<file path="src/rtl/shift_ctrl_pkg.sv">
// rtl/shift_ctrl_pkg.sv - shared encodings for the shift sequencer and logic unit
//
// Purpose: shifter command codes, sequencer state encoding, the op[3]
//          amount-source bit position and the shift-kind legality decode.
// Macro:   SHIFT_CTRL_ROTATE_EN makes rotate kinds (101/110) legal.

package shift_ctrl_pkg;

  // ALU logic-unit op encodings that share this package with the shifter.
  localparam logic [2:0] ALU_AND = 3'b000;
  localparam logic [2:0] ALU_OR  = 3'b001;
  localparam logic [2:0] ALU_XOR = 3'b010;
  localparam logic [2:0] ALU_NOR = 3'b011;

  // Shifter (RegDesloc) command codes.
  localparam logic [2:0] CMD_HOLD = 3'b000;
  localparam logic [2:0] CMD_LOAD = 3'b001;
  localparam logic [2:0] CMD_SLL  = 3'b010;
  localparam logic [2:0] CMD_SRL  = 3'b011;
  localparam logic [2:0] CMD_SRA  = 3'b100;
  localparam logic [2:0] CMD_ROR  = 3'b101;
  localparam logic [2:0] CMD_ROL  = 3'b110;

  // Sequencer states.
  localparam logic [2:0] ST_IDLE  = 3'd0;
  localparam logic [2:0] ST_LOAD  = 3'd1;
  localparam logic [2:0] ST_SHIFT = 3'd2;
  localparam logic [2:0] ST_DONE  = 3'd3;
  localparam logic [2:0] ST_ERR   = 3'd4;

  // op[AMT_SRC_BIT]=1 selects the register-sourced amount.
  localparam int AMT_SRC_BIT = 3;

  // A shift kind is legal when the shifter can execute it in this build.
  function automatic logic kind_is_legal(input logic [2:0] kind);
    logic legal;
    legal = (kind == CMD_SLL) || (kind == CMD_SRL) || (kind == CMD_SRA);
`ifdef SHIFT_CTRL_ROTATE_EN
    legal = legal || (kind == CMD_ROR) || (kind == CMD_ROL);
`else
    legal = legal;
`endif
    return legal;
  endfunction

endpackage

</file>
<file path="src/rtl/shift_ctrl.sv">
// rtl/shift_ctrl.sv - multicycle load-then-shift sequencer for the 32-bit shifter
//
// Purpose: accepts one shift request from the main control unit, drives the
//          shifter through LOAD and SHIFT, then pulses done/result_we.
// Macro:   SHIFT_CTRL_ROTATE_EN enables rotate kinds (see shift_ctrl_pkg).
// Ports:
//   clk        system clock, rising edge
//   reset      asynchronous active-low reset
//   start      request strobe, sampled only in IDLE
//   op         [3] amount source (1=rs_amt, 0=shamt), [2:0] shift kind
//   shamt      immediate amount
//   rs_amt     register amount, low AMT_W bits used
//   src        operand to shift
//   busy       high in every state except IDLE
//   shift_cmd  shifter command (hold/load/kind)
//   shift_n    amount presented to the shifter
//   shift_in   operand presented to the shifter
//   done       one-cycle completion pulse
//   result_we  write enable for the shifter output, coincident with done
//   err        one-cycle pulse for an illegal kind

import shift_ctrl_pkg::*;

module shift_ctrl #(
  parameter int DATA_W = 32,
  parameter int AMT_W  = 5
) (
  input  logic              clk,
  input  logic              reset,
  input  logic              start,
  input  logic [3:0]        op,
  input  logic [AMT_W-1:0]  shamt,
  input  logic [DATA_W-1:0] rs_amt,
  input  logic [DATA_W-1:0] src,
  output logic              busy,
  output logic [2:0]        shift_cmd,
  output logic [AMT_W-1:0]  shift_n,
  output logic [DATA_W-1:0] shift_in,
  output logic              done,
  output logic              result_we,
  output logic              err
);

  logic [2:0]        state_q;
  logic [2:0]        state_d;
  logic [2:0]        kind_q;
  logic [AMT_W-1:0]  amt_q;
  logic [DATA_W-1:0] src_q;
  logic [AMT_W-1:0]  amt_sel;
  logic              capture;

  // Upper rs_amt bits are architecturally ignored (amount truncation).
  logic unused_rs_amt_hi;
  assign unused_rs_amt_hi = ^rs_amt[DATA_W-1:AMT_W];

  assign amt_sel = op[AMT_SRC_BIT] ? rs_amt[AMT_W-1:0] : shamt;
  assign capture = (state_q == ST_IDLE) && start;

  always_comb begin
    state_d = state_q;
    case (state_q)
      ST_IDLE: begin
        if (start) begin
          state_d = kind_is_legal(op[2:0]) ? ST_LOAD : ST_ERR;
        end
      end
      // A zero amount skips the shift: the loaded value is the result.
      ST_LOAD:  state_d = (amt_q == '0) ? ST_DONE : ST_SHIFT;
      ST_SHIFT: state_d = ST_DONE;
      ST_DONE:  state_d = ST_IDLE;
      ST_ERR:   state_d = ST_IDLE;
      default:  state_d = ST_IDLE;
    endcase
  end

  always_ff @(posedge clk or negedge reset) begin
    if (!reset) begin
      state_q <= ST_IDLE;
      kind_q  <= CMD_HOLD;
      amt_q   <= '0;
      src_q   <= '0;
    end else begin
      state_q <= state_d;
      if (capture) begin
        kind_q <= op[2:0];
        amt_q  <= amt_sel;
        src_q  <= src;
      end
    end
  end

  // Moore outputs; shift_in/shift_n are the capture registers and hold
  // until the next accepted request.
  always_comb begin
    busy      = (state_q != ST_IDLE);
    shift_cmd = CMD_HOLD;
    done      = 1'b0;
    result_we = 1'b0;
    err       = 1'b0;
    case (state_q)
      ST_LOAD:  shift_cmd = CMD_LOAD;
      ST_SHIFT: shift_cmd = kind_q;
      ST_DONE: begin
        done      = 1'b1;
        result_we = 1'b1;
      end
      ST_ERR:   err = 1'b1;
      default:  shift_cmd = CMD_HOLD;
    endcase
  end

  assign shift_in = src_q;
  assign shift_n  = amt_q;

endmodule

</file>
<file path="config.mk">
export PLATFORM = sky130hd
export DESIGN_NAME = shift_ctrl
export DESIGN_NICKNAME = d
export VERILOG_FILES = /design/src/rtl/shift_ctrl_pkg.sv /design/src/rtl/shift_ctrl.sv
export SDC_FILE = /design/constraint.sdc
export NUM_CORES = 1
export LEC_CHECK = 0
export CORE_AREA = 4 4 89 74
export CTS_CLUSTER_SIZE = 8
export DETAILED_ROUTE_END_ITERATION = 10
export DIE_AREA = 0 0 93 78
export HOLD_SLACK_MARGIN = 0.12
export MAX_ROUTING_LAYER = met4
export PLACE_DENSITY = 0.75
export SETUP_SLACK_MARGIN = 0.05
export SLEW_MARGIN = 20
export SYNTH_ARGS = -nofsm -noshare
export SYNTH_HDL_FRONTEND = slang
export SYNTH_SLANG_ARGS = --single-unit
</file>
<file path="constraint.sdc">
create_clock -name clk -period 1.6 [get_ports clk]
set_input_delay 0.32 -clock clk [delete_from_list [all_inputs] [get_ports clk]]
set_output_delay 0.32 -clock clk [all_outputs]
set_load 0.01 [all_outputs]
</file>
==> results of run 1 <==
==> logic make-up after synthesis <==
| group | Yosys count | share of synthesized area, % |
|---|---|---|
| buf+inv | 8 | 4.03 |
| flops | 43 | 60.8 |
| mux | 40 | 25.1 |
| simple gates | 20 | 7.49 |
| compound gates | 9 | 2.61 |
==> repair_timing <==
| action | 4_1_cts | 5_1_grt |
|---|---|---|
| hold buffers | 1 | 0 |
| hold endpoints to repair | 35 | 0 |
| cloned | 1 | 3 |
| endpoints found under the setup margin | 50 | 74 |
| resized for setup | 62 | 52 |
| setup buffers | 4 | 3 |
| pin swaps | 1 | 4 |
==> final timing paths <==
check | from | end | slack (ns) | cells after the start
worst max register to register | state_q[1] | kind_q[1] | -0.05 | 5
worst max-delay path | state_q[0] | shift_cmd[1] | -0.06 | 3
min in group asynchronous | reset | shift_in[25] | 0.64 | 3
worst min register to register | kind_q[2] | kind_q[2] | 0.51 | 1
worst min-delay path | kind_q[2] | kind_q[2] | 0.51 | 1
max in group asynchronous | reset | state_q[1] | 0.56 | 3
==> placed cells by master (no fill, tap or decap), drive strengths merged, types with 2 or more instances in the layout <==
cell	count
clkdlybuf4s50	54
dfrtp	43
mux2	35
dlymetal6s2s	28
buf	22
clkbuf	11
a21oi	7
mux2i	5
nor2	5
nor3b	5
or3	2
nor2b	2
clkdlybuf4s15	2
dlygate4sd2	2
nand2b	2
==> power breakdown <==
group / internal, mW / leakage (nW) / switching [mW] / total (mW)
Sequential: 1.64 / 0.502 / 0.320 / 1.96
Combinational: 2.10 / 1.11 / 1.14 / 3.23
Clock: 0.394 / 0.0515 / 0.361 / 0.755
==> registers in the layout, summed over array words and instances, names as in the netlist <==
name	cells
kind_q	3
shift_in	32
shift_n	5
state_q	3
==> cell type report <==
| cell class | instances | area (um^2) | share of cell area (%) |
|---|---|---|---|
| Clock buffer | 8 | 100 | 3.04 |
| Sequential cell | 43 | 1080 | 32.8 |
| Timing Repair Buffer | 112 | 1230 | 37.2 |
| Multi-Input combinational cell | 69 | 787 | 23.9 |
| Tap cell | 81 | 101 | 3.08 |
==> routing by layer <==
layer	wire (um)	global-route usage [%]
met5	0	-
met4	21	3.51
met1	2200	15.5
met2	2550	22.6
met3	330	4.17
==> stage by stage <==
step / cells / instance area, um^2 / hold slack, ns / total power [mW] / TNS [ns]
global placement: 293 / 2790 / 0.435 / 4.51 / -8.84
detailed placement: 293 / 2790 / 0.432 / 4.58 / -10.87
CTS: 307 / 3040 / 0.513 / 5.68 / -0.554
finish: 313 / 3290 / 0.510 / 5.95 / -1.35
global route: 313 / 3290 / 0.525 / 6.31 / -4.28
floorplan: 120 / 1770 / 0.0244 / 3.12 / 0
==> worst reg2reg max path, stage by stage (launching register included) <==
cell	delay, ns
dfrtp_2	0.46
buf_6	0.14
nor4b_4	0.25
buf_6	0.21
clkbuf_16	0.18
mux2_4	0.30
==> out/summary.txt, run 1 <==
IO Port Bufs - 92
Initial Util - 30.8%
CP cell instances - nand2b_2 > nor3b_2 > clkdlybuf4s15_2
Worst Max-Slew Pin Slew - 0.547 ns
Max Root-Sink Buffers - 2
Fill count - 485
Number of global-route vias before repair - 1554
Drt via density - 4.51
FF+latch count, synth - 43
Routed len/inst - 16.3 um
Max-Cap Viols - 0
Type of origin of the critical path - flop
Finished Core Util - 57.2%
Largest stage delay, worst path - 0.40 ns
Predominant post-synthesis flop cell - dfrtp_1
Root buf cell - clkbuf_8
Syn avg cell area - 14.8 um^2
PD cells - 1810 nW/um^2
CP required - 1.28 ns
Syn Inst Count - 120
DR pass1 iterations - 2
H-tree depth - 2
F_max - 604 MHz
Via count - 1411
Final setup fails - 40
Crit path kind - flop to primary output
Post-place setup slack - -0.316 ns
Clock transition at path regs - 0.08 ns
Die X-Extent - 93 um
CP top delay family - simple AND/OR/NAND/NOR gates
TritonCTS buffer count - 5
RSZ-0062 raised after global routing - yes
CP max-delay cell - dfrtp_1
Worst EP arrival - 1.34 ns
Area growth syn-to-layout - 86.0%
Failing checks - negative setup slack
Drc violations - 0
Area leader, netlist - dfrtp_1
Lkg Pwr - 1.67 nW
Mapped cell area - 1770 um^2
Skew final - 0.00488 ns
Inserted Diodes - 0
Syn_nets - 196
Final Hold Viols - 0
Dpl hpwl - 3090 um
Drt initial violations - 9
Hold Crit Class - flop to flop
Final min period - 1.66 ns
Num rows - 25
Asr flop ratio synth - 100%
Core area - 5760 um^2
Antenna violations before repair - 0
Final Net Count - 307
Top Ports - 120
DIE HEIGHT - 78 um
Clock Sinks - 43
Relative slew margins - 63.5%
Grt ovf - 0
First-pass GRT wire length - 7430 um
VDD IR-drop max - 0.794 mV
Final period util - 103%
CP Capture Type - primary output
Most common cell in the netlist - dfrtp_1
Post-synth top area share - 60.8%
Synth Warn # - 0
Post-synth EDFFs - 0
Synth cell types - 18
Post-synth top cells - 43 x dfrtp_1, 35 x mux2_2, 7 x a21oi_1
Routed WL - 5100 um
Synth area leaders - dfrtp_1 61%, mux2_2 22%, mux2i_1 2.8%
Routability congestion estimate - 0.749
All-Layer GR Usage - 13.4%
Worst setup margin - -0.0551 ns
Detail Route Antenna Nets - 0
Seq/Total Area, Yosys - 60.8%
DIE AREA - 7250 um^2
CP Buf/Inv Count - 1
CTS tree - yes
Status - complete, but fails checks
Fin. max-slew vios - 0
Layout cells sized above 1 - 33.2%
Worst Path Max Fanout - 3
Worst skew pair latency - 0.29 ns
Largest net degree at the start of global routing - 44
Note: power is estimated with default switching activity, not from simulation.
==> run 2, diff against run 1 <==
CELL_PAD_IN_SITES_DETAIL_PLACEMENT = 1   (was default)
CELL_PAD_IN_SITES_GLOBAL_PLACEMENT = 2   (was default)
CORE_AREA = 4 4 113 94   (was 4 4 89 74)
DIE_AREA = 0 0 117 98   (was 0 0 93 78)
PLACE_DENSITY = default   (was 0.75)
PLACE_DENSITY_LB_ADDON = 0.1   (was default)
==> out/summary.txt, run 2 (synthesis results as in run 1) <==
Status - complete, but fails checks
Failing checks - negative setup slack
CP Buf/Inv Count - 3
Worst EP arrival - 1.77 ns
Initial Util - 18.7%
CP Capture Type - flop
DR pass1 iterations - 4
IO Port Bufs - 92
Drt initial violations - 26
R2R depth - 5
Via count - 1379
Crit path kind - flop to flop
Commonest non-fill, non-tap cell in the layout - clkdlybuf4s50_1
Layout cells sized above 1 - 32.8%
First-pass GRT wire length - 7450 um
Drt via density - 3.96
Lkg Pwr - 1.38 nW
CP top delay family - buffers and inverters
Root buf cell - clkbuf_16
Worst setup margin - -0.00853 ns
Final Hold Viols - 0
Dpl hpwl - 3880 um
Fin. max-slew vios - 0
PD cells - 1900 nW/um^2
Routed len/inst - 16.0 um
Worst Max-Slew Pin Slew - 0.486 ns
RSZ-0062 raised after global routing - yes
Clock transition at path regs - 0.06 ns
F_max - 622 MHz
Worst Path Max Fanout - 13
DIE HEIGHT - 98 um
DIE AREA - 11500 um^2
CP max-delay cell - dfrtp_2
TritonCTS buffer count - 5
Max Root-Sink Buffers - 2
VDD IR-drop max - 0.564 mV
Clock Sinks - 43
Hold path cells - 1
Antenna violations before repair - 0
Routability congestion estimate - 0.688
Post-place setup slack - -0.232 ns
Largest net degree at the start of global routing - 27
Core area - 9450 um^2
Final Net Count - 304
Area growth syn-to-layout - 82.8%
Critical path depth - 5
Die X-Extent - 117 um
H-tree depth - 2
CP cell instances - buf_6 > nor4b_4 > buf_6 > buf_12 > mux2_2
Skew final - 0.00428 ns
Largest stage delay, worst path - 0.43 ns
Max reg flops - 32
Area of the multi-input gates - 738 um^2
CTS tree - yes
Worst skew pair latency - 0.27 ns
WHS - 0.505 ns
CP most frequent cell - buf_6
Final min period - 1.61 ns
Commonest cells after routing, fill and taps aside - 81 x clkdlybuf4s50_1, 40 x dfrtp_1, 22 x mux2_4, 13 x mux2_2, 8 x buf_2
Final period util - 101%
Grt ovf - 0
Inserted Diodes - 0
Num rows - 32
CP required - 1.76 ns
Number of global-route vias before repair - 1462
Detail Route Antenna Nets - 0
All-Layer GR Usage - 8.58%
Top Ports - 120
Fill count - 1005
Hold Crit Class - flop to flop
Sequential cell area - 1080 um^2
Routed WL - 5580 um
Type of origin of the critical path - flop
Final setup fails - 3
Max-Cap Viols - 0
Relative slew margins - 67.6%
Drc violations - 0
## run 2: changes by cell type in the layout (fill, tap and decap cells not counted), sizes merged
cell,before,now
clkbuf,11,10
dlygate4sd2,2,1
dlymetal6s2s,28,2
clkdlybuf4s15,2,0
clkdlybuf4s50,54,81
## run 2: timing repair
action,CTS,global route
hold buffers,1,0
endpoints found under the hold margin,18,0
buffers inserted,1,4
gates resized for setup,44,27
setup endpoints to repair,48,46
gates cloned,0,3
pin swaps,1,1
## run 2: worst paths after layout
| path | start | end | slack [ns] |
|---|---|---|---|
| max | state_q[0] | shift_in[8] | -0.009 |
| min | shift_in[15] | shift_in[15] | 0.50 |
| max reg2reg | state_q[0] | shift_in[8] | -0.009 |
| min reg2reg | shift_in[15] | shift_in[15] | 0.50 |
| max in group asynchronous | reset | shift_in[9] | 0.54 |
| min in group asynchronous | reset | kind_q[0] | 0.56 |
## run 2: power breakdown
part / switching, mW / internal, mW / total, mW / leakage, nW
Combinational: 1.08 / 2.00 / 3.09 / 0.805
Sequential: 0.344 / 1.65 / 1.99 / 0.501
Clock: 0.393 / 0.665 / 1.06 / 0.0772
Total: 1.82 / 4.31 / 6.14 / 1.38
## run 2: per-stage QoR
step           utilization [%]  power (mW)  area (um^2)  instances  setup TNS [ns]
2_1_floorplan                -        3.12         1770        120               0
3_3_place_gp              30.2        4.58         2860        331           -8.29
3_5_place_dp              30.2        4.65         2860        331           -9.04
4_1_cts                   32.2        5.82         3050        341        -0.00528
5_1_grt                   34.3        6.50         3240        348           -1.69
6_report                  34.3        6.14         3240        348         -0.0120
## run 2: metal layers
| layer | global-route usage (%) | vias to the layer above | share of wire, % | wire length [um] |
|---|---|---|---|---|
| met4 | 2.12 | 0 | 0.83 | 46 |
| met1 | 10.0 | 689 | 43 | 2420 |
| li1 | - | 637 | - | - |
| met3 | 2.23 | 2 | 4.6 | 257 |
| met5 | - | - | 0 | 0 |
| met2 | 14.6 | 51 | 51 | 2850 |
## run 2: area by class of cell
type,count,area share (%)
Timing Repair Buffer,109,34.4
Sequential cell,43,33.4
Multi-Input combinational cell,69,22.8
Clock buffer,8,4.83
Tap cell,119,4.60
==> run 3, diff against run 2 <==
CORE_AREA = 2 2 111 92   (was 4 4 113 94)
DIE_AREA = 0 0 113 94   (was 0 0 117 98)
==> out/summary.txt, run 3 (synthesis results as in run 1) <==
VDD IR-drop max - 0.626 mV
Placed insts - 330
Antenna violations before repair - 0
Drt via density - 4.01
M1 GR Usage - 12.9%
Max-Cap Viols - 0
RSZ-0062 raised after global routing - yes
Hold Crit Class - flop to flop
Post-Layout Cell Count - 352
Type of origin of the critical path - flop
Crit path kind - flop to primary output
IO Port Bufs - 92
Status - complete, but fails checks
DR pass1 iterations - 7
Worst Max-Slew Pin Slew - 0.546 ns
TritonCTS buffer count - 5
CTS tree - yes
Routed len/inst - 16.0 um
Area of the multi-input gates - 853 um^2
Final min period - 1.65 ns
Failing checks - design-rule violations, negative setup slack
Clock transition at path regs - 0.06 ns
All-Layer GR Usage - 10.6%
Sequential cell area - 1080 um^2
Drc violations - 6
Commonest cells after routing, fill and taps aside - 75 x clkdlybuf4s50_1, 41 x dfrtp_1, 35 x mux2_4
Layout cells sized above 1 - 38.2%
Worst EP arrival - 1.33 ns
Root buf cell - clkbuf_16
Grt ovf - 0
Detail Route Antenna Nets - 0
Final Net Count - 308
Die X-Extent - 113 um
Grt met3 use - 2.58%
Relative slew margins - 63.6%
GRT busiest layer - met2
F_max - 608 MHz
Clock Sinks - 43
Routability congestion estimate - 0.761
Commonest non-fill, non-tap cell in the layout - clkdlybuf4s50_1
Number of global-route vias before repair - 1582
Worst skew pair latency - 0.28 ns
Dpl hpwl - 3650 um
Initial Util - 18.7%
Via count - 1411
Final Hold Viols - 0
H-tree depth - 2
Drt initial violations - 37
Final setup fails - 36
Worst Path Max Fanout - 6
Skew final - 0.00310 ns
CP required - 1.28 ns
Final period util - 103%
Design Power - 6.56 mW
Top Ports - 120
First-pass GRT wire length - 8340 um
Fill count - 982
Fin. max-slew vios - 0
Inserted Diodes - 0
Max reg flops - 32
Num rows - 32
Lkg Pwr - 1.53 nW
CP Capture Type - primary output
Max Root-Sink Buffers - 2
Area growth syn-to-layout - 94.9%
Largest net degree at the start of global routing - 24
Core area - 9450 um^2
DIE AREA - 10600 um^2
DIE HEIGHT - 94 um
Routed WL - 5620 um
Met2 Use GR - 17.3%
PD cells - 1900 nW/um^2
Worst setup margin - -0.0458 ns
==> run 3: cell count changes in the layout (fill, tap and decap cells not counted), sizes merged <==
cell | previous run | this run
clkdlybuf4s50 | 81 | 75
dlymetal6s2s | 2 | 8
clkbuf | 10 | 11
buf | 22 | 25
==> run 3: per-stage QoR <==
step,setup WS (ns),setup TNS [ns],instance area (um^2),utilization [%],hold slack (ns)
final,-0.0458,-0.625,3450,36.5,0.511
after global routing,-0.124,-4.10,3450,36.5,0.535
after detailed placement,-0.281,-10.38,2850,30.2,0.340
after global placement,-0.226,-8.66,2850,30.2,0.327
after floorplan,0.0814,0,1770,-,0.0244
after CTS,-0.0285,-0.443,3180,33.7,0.514
==> run 3: layout make-up <==
type                    instances  share of cell area [%]
flip-flops and latches         43                    31.3
repair buffers                113                    35.2
well taps                     119                    4.31
multi-input cells              69                    24.7
clock buffers                   8                    4.53
==> run 3: what timing repair did <==
action,in CTS,in global routing
endpoints found under the hold margin,20,0
gates cloned,2,3
hold buffers,1,0
resized for setup,60,47
setup buffers,4,4
endpoints found under the setup margin,48,50
pin swaps,1,3
==> run 3: path summary, 6_finish.rpt <==
| path | cells past startpoint | slack [ns] | startpoint | endpoint |
|---|---|---|---|---|
| min in group asynchronous | 2 | 0.56 | reset | shift_n[1] |
| worst min register to register | 1 | 0.51 | shift_in[20] | shift_in[20] |
| worst max-delay path | 3 | -0.05 | state_q[0] | busy |
| worst max register to register | 5 | -0.03 | state_q[2] | shift_in[0] |
| max in group asynchronous | 3 | 0.52 | reset | shift_n[3] |
| worst min-delay path | 1 | 0.51 | shift_in[20] | shift_in[20] |
==> run 3: report_power, final <==
part / total (mW) / switching [mW] / internal, mW / leakage, nW
logic: 3.47 / 1.19 / 2.28 / 0.955
clock network: 1.06 / 0.398 / 0.665 / 0.0772
registers: 2.02 / 0.379 / 1.64 / 0.502
==> run 3: per-layer routing <==
layer	routed length (um)	vias up
met1	2450	713
met4	47	0
met3	269	2
met2	2850	48
li1	-	648
met5	0	-
==> run 3: critical path: stages, from the launching register on <==
cell	delay, ns
dfrtp_1	0.40
buf_6	0.15
or3_1	0.36
buf_2	0.15
